===== src/rtl/alu_io_pkg.sv =====
// Shared constants for the ALU operand loader: entry stage encoding and default widths.
package alu_io_pkg;

    localparam int W_DEFAULT = 4;

    typedef enum logic [1:0] {
        S_A     = 2'd0,
        S_B     = 2'd1,
        S_F     = 2'd2,
        S_ISSUE = 2'd3
    } stage_e;

endpackage


===== src/rtl/alu_operand_loader_btn_debounce.sv =====
// Pushbutton conditioning: 2-flop synchroniser, mismatch-count debounce, and a
// one-cycle pulse on each debounced rising edge.
module btn_debounce #(
    parameter int DB_CYCLES = 4
) (
    input  logic clk,
    input  logic rst,
    input  logic btn_raw,
    output logic enter
);

    localparam int CW = $clog2(DB_CYCLES);

    logic          btn_meta_q, btn_meta_d;
    logic          btn_s_q, btn_s_d;
    logic          db_q, db_d;
    logic          db_dly_q, db_dly_d;
    logic [CW-1:0] cnt_q, cnt_d;

    always_comb begin
        btn_meta_d = btn_raw;
        btn_s_d    = btn_meta_q;
        db_d       = db_q;
        db_dly_d   = db_q;
        cnt_d      = '0;
        // Any sample that agrees with the debounced level restarts the count.
        if (btn_s_q != db_q) begin
            if (cnt_q == CW'(DB_CYCLES - 1)) begin
                db_d = btn_s_q;
            end else begin
                cnt_d = cnt_q + 1'b1;
            end
        end
    end

    always_ff @(posedge clk) begin
        if (rst) begin
            btn_meta_q <= 1'b0;
            btn_s_q    <= 1'b0;
            db_q       <= 1'b0;
            db_dly_q   <= 1'b0;
            cnt_q      <= '0;
        end else begin
            btn_meta_q <= btn_meta_d;
            btn_s_q    <= btn_s_d;
            db_q       <= db_d;
            db_dly_q   <= db_dly_d;
            cnt_q      <= cnt_d;
        end
    end

    assign enter = db_q & ~db_dly_q;

endmodule


===== src/rtl/alu_operand_loader.sv =====
// Collects A, B and F from the switches one enter-press at a time and hands the
// ALU the whole triple at once, with a one-cycle issue strobe.
module alu_operand_loader
    import alu_io_pkg::*;
#(
    parameter int W         = W_DEFAULT,
    parameter int DB_CYCLES = 4,
    parameter int CNT_W     = 8
) (
    input  logic             clk,
    input  logic             rst,
    input  logic [W-1:0]     sw,
    input  logic             btn_enter,
    input  logic             clr,
    output logic [W-1:0]     a,
    output logic [W-1:0]     b,
    output logic [W-1:0]     f,
    output logic             issue,
    output logic [1:0]       stage,
    output logic [CNT_W-1:0] op_count
);

    logic             enter;
    logic [W-1:0]     sw_meta_q, sw_meta_d, sw_s_q, sw_s_d;
    logic             clr_meta_q, clr_meta_d, clr_s_q, clr_s_d;
    stage_e           state_q, state_d;
    logic [W-1:0]     a_sh_q, a_sh_d, b_sh_q, b_sh_d, f_sh_q, f_sh_d;
    logic [W-1:0]     a_q, a_d, b_q, b_d, f_q, f_d;
    logic             issue_q, issue_d;
    logic [CNT_W-1:0] cnt_q, cnt_d;

    btn_debounce #(.DB_CYCLES(DB_CYCLES)) u_btn (
        .clk     (clk),
        .rst     (rst),
        .btn_raw (btn_enter),
        .enter   (enter)
    );

    // issue is a bare strobe with no back-pressure: the ALU consumes a/b/f in
    // the cycle issue is high, and they then hold until the next issue.
    always_comb begin
        sw_meta_d  = sw;
        sw_s_d     = sw_meta_q;
        clr_meta_d = clr;
        clr_s_d    = clr_meta_q;
        state_d    = state_q;
        a_sh_d     = a_sh_q;
        b_sh_d     = b_sh_q;
        f_sh_d     = f_sh_q;
        a_d        = a_q;
        b_d        = b_q;
        f_d        = f_q;
        issue_d    = 1'b0;
        cnt_d      = cnt_q;
        case (state_q)
            S_A, S_B, S_F: begin
                if (clr_s_q) begin
                    state_d = S_A;
                    a_sh_d  = '0;
                    b_sh_d  = '0;
                    f_sh_d  = '0;
                end else if (enter) begin
                    case (state_q)
                        S_A:     begin a_sh_d = sw_s_q; state_d = S_B;     end
                        S_B:     begin b_sh_d = sw_s_q; state_d = S_F;     end
                        default: begin f_sh_d = sw_s_q; state_d = S_ISSUE; end
                    endcase
                end
            end
            S_ISSUE: begin
                a_d     = a_sh_q;
                b_d     = b_sh_q;
                f_d     = f_sh_q;
                issue_d = 1'b1;
                cnt_d   = cnt_q + 1'b1;
                state_d = S_A;
            end
            default: state_d = S_A;
        endcase
    end

    always_ff @(posedge clk) begin
        if (rst) begin
            sw_meta_q  <= '0;
            sw_s_q     <= '0;
            clr_meta_q <= 1'b0;
            clr_s_q    <= 1'b0;
            state_q    <= S_A;
            a_sh_q     <= '0;
            b_sh_q     <= '0;
            f_sh_q     <= '0;
            a_q        <= '0;
            b_q        <= '0;
            f_q        <= '0;
            issue_q    <= 1'b0;
            cnt_q      <= '0;
        end else begin
            sw_meta_q  <= sw_meta_d;
            sw_s_q     <= sw_s_d;
            clr_meta_q <= clr_meta_d;
            clr_s_q    <= clr_s_d;
            state_q    <= state_d;
            a_sh_q     <= a_sh_d;
            b_sh_q     <= b_sh_d;
            f_sh_q     <= f_sh_d;
            a_q        <= a_d;
            b_q        <= b_d;
            f_q        <= f_d;
            issue_q    <= issue_d;
            cnt_q      <= cnt_d;
        end
    end

    assign a        = a_q;
    assign b        = b_q;
    assign f        = f_q;
    assign issue    = issue_q;
    assign stage    = state_q;
    assign op_count = cnt_q;

endmodule

===== config.mk =====
export PLATFORM = sky130hd
export DESIGN_NAME = alu_operand_loader
export DESIGN_NICKNAME = d
export VERILOG_FILES = /design/src/rtl/alu_io_pkg.sv /design/src/rtl/alu_operand_loader_btn_debounce.sv /design/src/rtl/alu_operand_loader.sv
export SDC_FILE = /design/constraint.sdc
export NUM_CORES = 1
export LEC_CHECK = 0
export ABC_CLOCK_PERIOD_IN_PS = 2450
export CAP_MARGIN = 0
export CORE_ASPECT_RATIO = 0.6
export CORE_MARGIN = 2
export CORE_UTILIZATION = 55
export CTS_CLUSTER_SIZE = 20
export DETAILED_ROUTE_END_ITERATION = 8
export HOLD_SLACK_MARGIN = 0.08
export PLACE_DENSITY = 0.86
export SLEW_MARGIN = 15
export SYNTH_ARGS = -nofsm -noshare
export SYNTH_HDL_FRONTEND = slang
export SYNTH_HIERARCHICAL = 1
export SYNTH_SLANG_ARGS = --single-unit

===== constraint.sdc =====
create_clock -name clk -period 2.45 [get_ports clk]
set_input_delay 0.3675 -clock clk [delete_from_list [all_inputs] [get_ports clk]]
set_output_delay 0.3675 -clock clk [all_outputs]
set_load 0.02 [all_outputs]

==> metrics.cfg, run 1 <==
[worst_hold_path]
min_path_type = flop to flop
min_from = u_btn/cnt_q[0]$_SDFF_PP0_
hold_end = u_btn/cnt_q[0]$_SDFF_PP0_
whs_path_depth = 1

[floorplanning]
die_w_um = 79.3
core_area_um2 = 3260
rows = 16
fp.dieArea_um2 = 3900
io_pins = 31
initial_utilization_pct = 57.4
die_h_um = 49.2

[logic_synthesis]
synthAdderAreaFrac_pct = 1.34
synth.avg_cell_area_um2 = 9.22
synth_edf_count = 0
syn_inst = 203
synth_cell_type_count = 29
ys_ff_latch = 51
synthArstFlopShare_pct = 0
synth_mux_area_share_pct = 1.07
yosys.area_share.xor_xnor_pct = 1.40
synth_top_family_by_area = simple AND/OR/NAND/NOR gates
synth_fp_nets = 213
synth_warnings = 6
synthSimpleGateAreaFrac_pct = 22.8
ys.flop_type = dfxtp_1
netlist_area_um2 = 1870
synth_compound_area_share_pct = 15.1
ys_seq_area_share_pct = 54.5

[grt]
overflow = 0
antenna_found_initial = 0
grt_max_degree = 42
grt_pass1_wl_um = 5540
grtUsageTotal_pct = 18.3
grt_pass1_vias = 1263

[critical_path]
cp_max_fo = 12
worst_r2r_startpoint = stage[1]$_SDFFE_PP0P_
crit_path_start_kind = flop
slowest_delay_ns = 0.68
worstPathRequired_ns = 2.08
end_kind = output pin
critPathTopFamily = buffers and inverters
rrSetupSlack_ns = 0.79
critPathKind = flop to output pin
reg2regPathDepth = 3
path_cells = clkdlybuf4s50_1
arrival_ns = 1.57
slowest_stage = clkdlybuf4s50_1
crit_buf_inv = 1
rr_endpoint = f_sh_q[1]$_SDFFE_PP0P_

[timing]
whs_ns = 0.439
fin_crit_ns = 1.94
relSlewSlack_pct = 55.9
tightest_slew_ns = 0.662
fmax_ghz = 0.517
rsz0062_at_grt = false
hold_viol_final = 0
setup_tns_ns = 0
finalMaxSlewViolations = 0
skew_ns = 0.00552
setup_violations = 0
period_share_pct = 79.0

[clock_tree]
clk_latency_ns = 0.30
tritoncts = yes
hold_buffers = 0
cts_resized = 0
cts.sinks = 51
cts_buffer_depth = 2
clkTransAtPathRegs_ns = 0.08
h-tree-depth = 2
cts_made_buffers = 5
cts-root-buf = clkbuf_8
postCtsSetupRepairBufs = 0

[place]
hpwlAfterDp_um = 2270
port_buffers = 30
gp_congestion = 0.866

[job]
cap_violations = 0

[outcome]
status = finished clean

[route]
routedWlPerCell_um = 11.7
vias_per_cell = 5.28
routed_wl_um = 3230
route.vias.total = 1456
dr.pass1.iters = 4
drt-initial-drc-count = 101
drc_errors = 0
ant_nets = 0

[final_layout]
syn2layout_area_growth_pct = 23.7
antennaDiodeCount = 0
final_layout_size_suffix_gt1_share_pct = 6.06
multi_input_area_um2 = 781
fill_cells = 250
layout.nets = 240
regArea_um2 = 1020

[pwr]
power_density_nw_per_um2 = 636
power_uw = 1470
vdd_drop_max_v = 0.000530
p_leak_uw = 0.000779

-- per-stage QoR --
step / cells / utilization [%] / setup WS [ns] / cell area (um^2)
6_report: 276 / 70.9 / 0.515 / 2310
2_1_floorplan: 203 / - / 0.993 / 1870
3_5_place_dp: 268 / 67.3 / 0.781 / 2200
5_1_grt: 276 / 70.9 / 0.452 / 2310
4_1_cts: 276 / 70.9 / 0.504 / 2310
3_3_place_gp: 268 / 67.3 / 0.845 / 2200
-- where the power goes --
group          switching, uW  leakage [uW]  total, uW  internal, uW
combinational           21.6      0.000304       43.2          21.6
sequential              6.11      0.000413        845           839
clock                    254     0.0000612        584           330
-- worst max path at each step --
stage / start / to / slack, ns / cells past startpoint
after floorplan: op_count[0]$_SDFFE_PP0P_ / op_count[6]$_SDFFE_PP0P_ / 0.99 / 4
after global placement: stage[1]$_SDFFE_PP0P_ / stage[1] / 0.85 / 1
after detailed placement: stage[1]$_SDFFE_PP0P_ / f_sh_q[1]$_SDFFE_PP0P_ / 0.78 / 3
after CTS: stage[1]$_SDFFE_PP0P_ / stage[1] / 0.50 / 1
after global routing: stage[1]$_SDFFE_PP0P_ / stage[1] / 0.45 / 1
final: stage[1]$_SDFFE_PP0P_ / stage[1] / 0.51 / 1
-- synthesized netlist by cell type (all sizes together) (4+ instances only) --
cell type	instances	area, um^2
nand2	28	105
o21ai	11	55.1
a21oi	33	165
dfxtp	51	1020
nand4	9	71.3
o211ai	4	30.0
buf	7	40.0
clkbuf	5	18.8
nor2	4	15.0
nand3	8	40.0
nor2b	15	93.8
-- metal layers --
layer  GRT usage (%)  wire length, um  part of all wire [%]  vias up
li1                -                -                     -      761
met1            24.2             1570                    49      657
met2            27.8             1440                    45       33
met3            6.85              184                   5.7        5
met4            6.03               30                  0.93        0
met5               0                0                     0        -
-- final cells by class --
cell class | instances | area share [%]
sequential | 51 | 44.1
inverter | 3 | 0.486
clock buffer | 6 | 3.57
clock inverter | 2 | 1.51
tap | 45 | 2.43
multi-input combinational | 137 | 33.7
timing repair buffer | 32 | 14.2
-- placed cells by master, fill, tap and decap left out, drive strengths merged --
cell	count
a21bo	1
a21o	1
a21oi	33
and2	2
buf	2
bufinv	1
clkbuf	6
clkdlybuf4s50	30
clkinv	1
dfxtp	51
ha	2
inv	3
mux2i	2
nand2	28
nand3	8
nand4	9
nor2	4
nor2b	15
nor3	2
nor3b	2
nor4	1
nor4b	1
o211ai	4
o21ai	11
o31ai	2
or3	3
or3b	1
or4	2
xnor2	2
xor2	1
-- sequential cells by signal, summed over array words and instances, names as in the netlist, 2 cells and up --
name	cells
a	4
f_sh_q	4
op_count	8
stage	2
u_btn/cnt_q	2
sw_meta_q	4
f	4
b	4
sw_s_q	4
a_sh_q	4
b_sh_q	4
-- cell families (layout without fill, tap and decap cells) --
family | after synthesis | in the layout
simple gates | 78 | 78
buf+inv | 15 | 43
fa+ha+maj | 2 | 2
flops | 51 | 51
compound gates | 52 | 52
mux | 2 | 2
xor+xnor | 3 | 3
(Power assumes the default switching activity.)
==> run 2: changes to the inputs <==
--- a/config.mk
+++ b/config.mk
@@ -5,15 +5,15 @@
 export SDC_FILE = /design/constraint.sdc
 export NUM_CORES = 1
 export LEC_CHECK = 0
-export ABC_CLOCK_PERIOD_IN_PS = 2450
+export ABC_CLOCK_PERIOD_IN_PS = 1910
 export CAP_MARGIN = 0
 export CORE_ASPECT_RATIO = 0.6
 export CORE_MARGIN = 2
-export CORE_UTILIZATION = 55
+export CORE_UTILIZATION = 51
 export CTS_CLUSTER_SIZE = 20
 export DETAILED_ROUTE_END_ITERATION = 8
 export HOLD_SLACK_MARGIN = 0.08
-export PLACE_DENSITY = 0.86
+export PLACE_DENSITY = 0.81
 export SLEW_MARGIN = 15
 export SYNTH_ARGS = -nofsm -noshare
 export SYNTH_HDL_FRONTEND = slang
==> constraint.sdc (replaced) <==
create_clock -name clk -period 1.91 [get_ports clk]
set_input_delay 0.2865 -clock clk [delete_from_list [all_inputs] [get_ports clk]]
set_output_delay 0.2865 -clock clk [all_outputs]
set_load 0.02 [all_outputs]
==> metrics.cfg, run 2 (synthesis results as in run 1) <==
[clock_tree]
tritoncts = yes
clkTransAtPathRegs_ns = 0.09
h-tree-depth = 2
cts_buffer_depth = 2
cts-root-buf = clkbuf_8
hold_buffers = 0
clk_latency_ns = 0.30
cts.sinks = 51
cts_made_buffers = 5

[pwr]
p_sw_uw = 378
pwr-share-seq_pct = 57.9
swShare_pct = 20.2
p_leak_uw = 0.000792
vdd_drop_max_v = 0.000493
p_comb_share_pct = 3.0
power_density_nw_per_um2 = 802
clkPwrFrac_pct = 39.1
intPower_uw = 1490

[critical_path]
cp-startpoint = stage[1]$_SDFFE_PP0P_
slowest_delay_ns = 0.65
worstPathRequired_ns = 1.62
critPathTopFamily = buffers and inverters
crit_buf_inv = 1
end_kind = output pin
worst_r2r_startpoint = u_btn/db_dly_d$_SDFFE_PP0P_
arrival_ns = 1.42
slowest_stage = clkdlybuf4s50_1
critPathKind = flop to output pin
crit_path_start_kind = flop
path_cells = clkdlybuf4s50_1
cp_max_fo = 12

[floorplanning]
rows = 16
die_h_um = 50.9
fp.dieArea_um2 = 4190
core_area_um2 = 3380
io_pins = 31
initial_utilization_pct = 55.3
die_w_um = 82.2

[route]
routed_wl_um = 3390
dr.pass1.iters = 4
routedWlPerCell_um = 12.2
drc_errors = 0
drt-initial-drc-count = 56
ant_nets = 0
route.vias.total = 1461
vias_per_cell = 5.24

[timing]
setup_violations = 0
tightest_slew_ns = 0.456
rsz0062_at_grt = false
whs_ns = 0.440
fin_crit_ns = 1.71
setup_tns_ns = 0
finalMaxSlewViolations = 0
skew_ns = 0.00774
relSlewSlack_pct = 69.5
setup_ws_ns = 0.202
period_share_pct = 89.4
hold_viol_final = 0
fmax_ghz = 0.585

[grt]
grt_pass1_vias = 1274
grtUsageTotal_pct = 18.7
grt_pass1_wl_um = 5890
antenna_found_initial = 0
overflow = 0
grt_max_degree = 52

[place]
preCtsSetupSlack_ns = 0.363
place_area_um2 = 2220
gp_congestion = 0.821
hpwlAfterDp_um = 2350
port_buffers = 30

[final_layout]
finish.utilization_pct = 69.0
final_cell_mix = dfxtp_1 (49), a21oi_1 (33), clkdlybuf4s50_1 (30)
final_layout_size_suffix_gt1_share_pct = 8.12
mostFrequentLayoutCell = dfxtp_1
layout.nets = 243
final_area_um2 = 2330
syn2layout_area_growth_pct = 24.7
largest_register_ffs = 8
antennaDiodeCount = 0

[outcome]
status = finished clean

[job]
cap_violations = 0

[worst_hold_path]
min_from = u_btn/cnt_q[0]$_SDFF_PP0_
min_path_type = flop to flop

[run 2: cell count changes in the layout (fill, tap and decap cells not counted)]
| cell | previous run | this run |
|---|---|---|
| clkinv_4 | 0 | 1 |
| dfxtp_1 | 51 | 49 |
| buf_4 | 1 | 4 |
| clkbuf_8 | 6 | 5 |
| dfxtp_2 | 0 | 2 |
[run 2: timing repair]
action                                  in CTS  in global routing
buffers inserted                             0                  0
endpoints found under the setup margin       0                  2
endpoints found under the hold margin        0                  0
resized for setup                            0                  2
[run 2: area by class of cell]
class                   instances  area, um^2
clock inverters                 3        43.8
repair buffers                 35         350
well taps                      45        56.3
flip-flops and latches         51        1020
multi-input cells             137         781
inverters                       3        11.3
clock buffers                   5        68.8
fillers                       274        1050
[run 2: worst paths after layout]
| check | slack (ns) | cells after the start | endpoint |
|---|---|---|---|
| worst max-delay path | 0.20 | 1 | stage[1] |
| worst min-delay path | 0.44 | 1 | u_btn/cnt_q[0]$_SDFF_PP0_ |
| worst max register to register | 0.43 | 4 | a_sh_q[1]$_SDFFE_PP0P_ |
| worst min register to register | 0.44 | 1 | u_btn/cnt_q[0]$_SDFF_PP0_ |
[run 2: stage by stage]
step,instances,total power (uW)
finish,279,1870
global route,279,1960
CTS,279,1900
detailed placement,271,1170
global placement,271,1160
floorplan,203,1140
[run 2: metal layers]
metal  global-route usage (%)  routed length [um]
met1                     25.8                1700
met4                     6.67                  32
met2                     27.6                1500
met5                        0                   0
met3                     5.83                 163
[run 2: power by group through the flow]
stage	Clock [uW]	Sequential, uW	Combinational (uW)
2_1_floorplan	0	1110	32.1
3_3_place_gp	0	1110	55.3
3_5_place_dp	0	1110	56.2
4_1_cts	755	1080	56.6
5_1_grt	809	1090	61.9
6_report	732	1080	55.9
